## src/rtl/adder_operand_queue.sv

```systemverilog
// Operand queue feeding the 32-bit combinational adder.
// Buffers (a, b, cin) triples behind a valid/ready handshake and presents the
// head triple on op_a/op_b/op_cin, held stable until the consumer accepts it.
// Optional build macro ADDER_OPQ_FALLTHROUGH_EN: when the queue is empty, an
// offered triple is presented combinationally in the same cycle and, if it is
// accepted at once, it bypasses storage entirely.
module adder_operand_queue #(
  parameter int unsigned WIDTH = 32,
  parameter int unsigned DEPTH = 4,
  parameter int unsigned CNT_W = $clog2(DEPTH + 1)
) (
  input  logic             clk,
  input  logic             rst,
  input  logic             in_valid,
  output logic             in_ready,
  input  logic [WIDTH-1:0] in_a,
  input  logic [WIDTH-1:0] in_b,
  input  logic             in_cin,
  output logic             op_valid,
  input  logic             op_ready,
  output logic [WIDTH-1:0] op_a,
  output logic [WIDTH-1:0] op_b,
  output logic             op_cin,
  output logic [CNT_W-1:0] count,
  output logic             overflow
);

  // DEPTH is a power of two, so pointers wrap naturally at PTR_W bits.
  localparam int unsigned PTR_W = (DEPTH > 1) ? $clog2(DEPTH) : 1;

  logic [WIDTH-1:0] mem_a   [DEPTH];
  logic [WIDTH-1:0] mem_b   [DEPTH];
  logic             mem_cin [DEPTH];

  logic [PTR_W-1:0] wr_ptr_q, wr_ptr_d;
  logic [PTR_W-1:0] rd_ptr_q, rd_ptr_d;
  logic [CNT_W-1:0] count_q, count_d;
  logic             overflow_q, overflow_d;

  logic empty;
  logic push;
  logic wr_en;
  logic pop_mem;
  logic bypass;

  assign empty    = (count_q == '0);
  // Purely state-based: no path from op_ready into in_ready.
  assign in_ready = (count_q != CNT_W'(DEPTH));
  assign push     = in_valid & in_ready;
  assign count    = count_q;
  assign overflow = overflow_q;

`ifdef ADDER_OPQ_FALLTHROUGH_EN
  assign bypass  = empty & in_valid;
  // A triple taken straight through while empty is never written.
  assign wr_en   = push & ~(bypass & op_ready);
  assign pop_mem = ~empty & op_ready;
`else
  assign bypass  = 1'b0;
  assign wr_en   = push;
  assign pop_mem = ~empty & op_ready;
`endif

  // Head presentation: bypass path, stored head, or zeros when nothing is held.
  always_comb begin
    op_valid = ~empty | bypass;
    op_a     = '0;
    op_b     = '0;
    op_cin   = 1'b0;
    if (bypass) begin
      op_a   = in_a;
      op_b   = in_b;
      op_cin = in_cin;
    end else if (!empty) begin
      op_a   = mem_a[rd_ptr_q];
      op_b   = mem_b[rd_ptr_q];
      op_cin = mem_cin[rd_ptr_q];
    end
  end

  // Next-state for pointers, occupancy and the sticky overflow flag.
  always_comb begin
    wr_ptr_d   = wr_ptr_q;
    rd_ptr_d   = rd_ptr_q;
    count_d    = count_q;
    overflow_d = overflow_q;
    if (wr_en) begin
      wr_ptr_d = wr_ptr_q + PTR_W'(1);
    end
    if (pop_mem) begin
      rd_ptr_d = rd_ptr_q + PTR_W'(1);
    end
    unique case ({wr_en, pop_mem})
      2'b10:   count_d = count_q + CNT_W'(1);
      2'b01:   count_d = count_q - CNT_W'(1);
      default: count_d = count_q;
    endcase
    if (in_valid && !in_ready) begin
      overflow_d = 1'b1;
    end
  end

  // Control state with synchronous reset; storage is left untouched by reset.
  always_ff @(posedge clk) begin
    if (rst) begin
      wr_ptr_q   <= '0;
      rd_ptr_q   <= '0;
      count_q    <= '0;
      overflow_q <= 1'b0;
    end else begin
      wr_ptr_q   <= wr_ptr_d;
      rd_ptr_q   <= rd_ptr_d;
      count_q    <= count_d;
      overflow_q <= overflow_d;
    end
  end

  // Entry write; suppressed during reset so a flushed push leaves no trace.
  always_ff @(posedge clk) begin
    if (!rst && wr_en) begin
      mem_a[wr_ptr_q]   <= in_a;
      mem_b[wr_ptr_q]   <= in_b;
      mem_cin[wr_ptr_q] <= in_cin;
    end
  end

endmodule

```

## config.mk

```make
export PLATFORM = sky130hd
export DESIGN_NAME = adder_operand_queue
export DESIGN_NICKNAME = d
export VERILOG_FILES = /design/src/rtl/adder_operand_queue.sv
export SDC_FILE = /design/constraint.sdc
export NUM_CORES = 1
export LEC_CHECK = 0
export CORE_MARGIN = 8
export CORE_UTILIZATION = 50
export CTS_BUF_LIST = sky130_fd_sc_hd__clkbuf_4
export CTS_CLUSTER_SIZE = 24
export DETAILED_ROUTE_END_ITERATION = 10
export PLACE_DENSITY = 0.83
export SYNTH_ARGS = -nofsm -noshare
export SYNTH_HDL_FRONTEND = slang
export SYNTH_SLANG_ARGS = --single-unit
```

## constraint.sdc

```tcl
create_clock -name clk -period 10.47 [get_ports clk]
set_clock_uncertainty 0.15 [all_clocks]
set_input_delay 2.094 -clock clk [delete_from_list [all_inputs] [get_ports clk]]
set_output_delay 2.094 -clock clk [all_outputs]
set_load 0.05 [all_outputs]
```

# Yosys cells after proc, flatten, opt, wreduce, memory -nomap -nowiden
# Memories as Yosys holds them, arrays and structs flattened. A register that Yosys moved wholly into a read port is not among the register bits.
# Index checks and enable logic that the tools add are counted.
# Widths: inputs -> output; s select.
# classes
addsub	4
n_eq_ne	3
mux	12
n_bitwise	3
n_reduce_logical	6
# ops
op	count
$mux 32	2
$mux 2	6
$pmux 3 s2	1
$add 2x1->2 const B	2
$add 3x1->3 const B	1
$logic_not 3->1	1
$mux 1	3
$ne 3x3->1 const B	1
$sub 3x1->3 const B	1
$and 1x1->1	2
$eq 2x1->1 const B	1
$eq 2x2->1 const B	1
$logic_and 1x1->1	2
$logic_not 1->1	2
$reduce_bool 2->1	1
$not 1->1	1
# word_totals
reg_bits	8
ramBits	260
inputBits	69
out_inout_bits	71
n_memories	3
# mem_list
memory	depth	width	read_ports	rd_ports_with_merged_regs	wr	line_no	text
mem_a	4	32	1	1	1	31	logic [WIDTH-1:0] mem_a [DEPTH];
mem_b	4	32	1	1	1	32	logic [WIDTH-1:0] mem_b [DEPTH];
mem_cin	4	1	1	1	1	33	logic mem_cin [DEPTH];

# Logic depth before layout (Yosys ltp)
# depth
depth_word	5
ltp_mapped	9
ltp_nobuf	8

# Worst setup path after synthesis
# Ideal clock, no wire load.
# synth_timing
kind	input-to-reg
start	input port rst
end	memory mem_a[0][0] (enable)
arrival_ns	7.069
slack_ns	2.670
stages	2
path_buffers	1
cell_sequence	clkbuf_1 -> nor3b_1
# synth_via
elab_chain_cells	4
# synth_lines
item	line_no	text
start, declared	13	input logic rst,
$logic_not 1->1	120	if (!rst && wr_en) begin
$logic_and 1x1->1	120	
$mux 1	120	
$mux 1 (implied by the code)	121	mem_a[wr_ptr_q] <= in_a;
end, declared	31	
# No other way between the ends.

==> metrics <==
met2 wire length 10530 um; # diodes 0; DRT antenna net count 0; Worst path max stage delay 880 ps; synthesis-to-layout area growth 24.20%; Synth Area in Adders 0.007999; Hold WS 355.6 ps; Max Slew Vio Count 0; xor-xnor portion of the synthesized cell area 0.002545; Worst VDD drop 0.1692 mV; CTS tree done; final hold violations 0; PD cells 272.7 nW/um^2; Commonest cells post-synth 260 x edfxtp_1, 66 x and2_1, 65 x mux4_2, 10 x clkbuf_1, 10 x dfxtp_1; Seq cells post-synth 270; WL final 20240 um; Initial Utilization 0.5102; Fillers 1402; Post-CTS Setup Repair Bufs 0; Post-Layout Inst Area 12820 um^2; root buf cell clkbuf_4; FF+latch area 8015 um^2; row count 52; average wire per standard cell 20.80 um; yosys warns 0; Sw Share 0.3693; synth unique cells 24; Net Count, Synth 542; Clk network pwr share 0.238; core footprint 20230 um^2; maximum level of the CTS H-tree 3; final core utilization 0.6337; max_cap viols 0; Worst Tran Pin Value 1091 ps; Total Routing Usage GR 0.1602; unrepaired setup endpoints after global routing no; Clock Tree Buf Depth 3; slowest CP cell buf_4; P_sw 1.291 mW; Fin Setup TNS 0 ps; Compound-Gate Fraction of Synth Area 0.006545; first-pass GRT wire length 31730 um; crit end category output pin; Sink Count 270; vias 5234; share of layout cells above drive strength 1 0.2518; total congestion overflow 0; Die H 159.7 um; relative slew slack 0.2728; DIE AREA 25500 um^2; Synth top area share 0.7563; Post-Route M1 WL 7866 um; family with the most delay on the worst path buffers and inverters; most common cell in the synthesized netlist edfxtp_1; Post-Syn Area 10320 um^2; Crit Path Class flop to output pin; predominant post-synthesis flop cell edfxtp_1; post-synthesis mux area share 0.1418; outcome completed; Hold Buf Count CTS 0; Seq/Total Area, Yosys 0.7757; area of the multi-input gates 2177 um^2; Top Metal Used met4; post-route minimum period 5790 ps; WP buf/inv 2; fin worst setup slack 4680 ps; largest net degree at the start of global routing 69; Layout Cells excl Fill 973; 1st-iter DRT viols 274; placed inst area 12010 um^2; WL met3 1506 um; first-pass iteration count of the detailed router 4; Worst Path Max Fanout 54; EDFF count, synth 260; # nets final 737; CTS resizes 0; clk_lat worst skew 610 ps; final setup violation count 0; Cells after Synth 467; Tot Pwr 3.497 mW; IO Count 140; Internal Power 2.205 mW; vias in the first global route 5890; critical-path cell list buf_4 -> mux4_2 -> and2_1 -> clkdlybuf4s50_1; Worst EP arrival 3550 ps; Hold WC Path Type flop to flop; Pleak 4.136 nW; DRC 0; ys async rst share 0; Synth area leader edfxtp_1; ranking of synthesized cells by area edfxtp_1 76%, mux4_2 14%, and2_1 4.0%, dfxtp_1 1.9%, buf_6 0.65%; worst slack at placement 5231 ps; placer's final routability congestion estimate 0.7613; hpwl dp 11950 um; combinational power share 0.393; Avg Vias per Cell 5.379; Buffers on Ports 139; fmax 0.1727 GHz; CP startpoint kind flop; CTS buffer count 68; period utilisation layout 0.5530; Avg Cell Area, Syn 22.11 um^2; sequential power share 0.369; largest family of logic cells by synthesized area multiplexers; post-synthesis simple-gate area fraction 0.05005; initial antenna violation count 0; DP Cell Count 862; Critical Path RT 8230 ps; Die Wd 159.7 um; CTS clk-pin slew, worst paths 60 ps
## worst min-delay path, cell delays in order, from the launching register on
cell and delay [ps]:
dfxtp_1 340, a41oi_1 50, nor2_1 80
## kinds of logic (layout without fill, tap and decap cells)
logic type	count (synthesis)	count (layout)
adder cells (fa/ha/maj)	6	6
flip-flops	270	270
AND/OR/NAND/NOR	84	84
buffers and inverters	28	264
multiplexers	65	65
AO/OA/AOI/OAI	11	11
XOR/XNOR	3	3
## flip-flops by register name, indices dropped and copies added, names as in the netlist, named ones only
name	count
mem_cin	4
rd_ptr_q	2
count	3
mem_b	128
overflow	1
wr_ptr_q	2
mem_a	128
## layout make-up
cell class	count	area share
multi-input combinational	169	0.1698
clock inverter	19	0.009660
tap	270	0.02635
timing repair buffer	148	0.1138
inverter	5	0.001464
clock buffer	92	0.05386
sequential	270	0.6251
## power by group through the flow
stage               Clock (mW)  Combinational [mW]  Sequential [mW]
CTS                      0.863                1.40             1.29
global route             0.922                1.45             1.30
floorplan                    0               0.964             1.31
detailed placement           0                1.39             1.31
global placement             0                1.38             1.31
finish                   0.832                1.37             1.29
## cells in the final DEF, fill, tap and decap left out, types with 3 or more instances in the layout
master | synthesis | routed
xor2_1 | 3 | 3
buf_4 | 0 | 9
clkbuf_4 | 0 | 92
mux4_2 | 65 | 65
nor2_1 | 6 | 6
o21ai_0 | 3 | 3
clkinv_1 | 0 | 15
dfxtp_1 | 10 | 8
ha_1 | 5 | 5
a21oi_1 | 4 | 4
inv_1 | 5 | 5
clkdlybuf4s50_1 | 0 | 139
nor3b_2 | 0 | 4
nand3_1 | 3 | 3
edfxtp_1 | 260 | 260
and2_1 | 66 | 66
## final timing paths
check                                           start                     to  slack [ps]  cells past startpoint
worst max-delay path                             flop               op_a[12]        4680                      4
worst min register to register  overflow$_SDFFE_PP0P_  overflow$_SDFFE_PP0P_         360                      2
worst max register to register  count[2]$_SDFFE_PP0P_  count[2]$_SDFFE_PP0P_        7600                      8
worst min-delay path            overflow$_SDFFE_PP0P_  overflow$_SDFFE_PP0P_         360                      2
## layer usage
layer	vias up	global-route usage
li1	2333	-
met1	2677	0.1814
met2	196	0.2754
met3	28	0.05373
met4	0	0.06518
met5	-	0
Power figures use the tool's default switching activity.
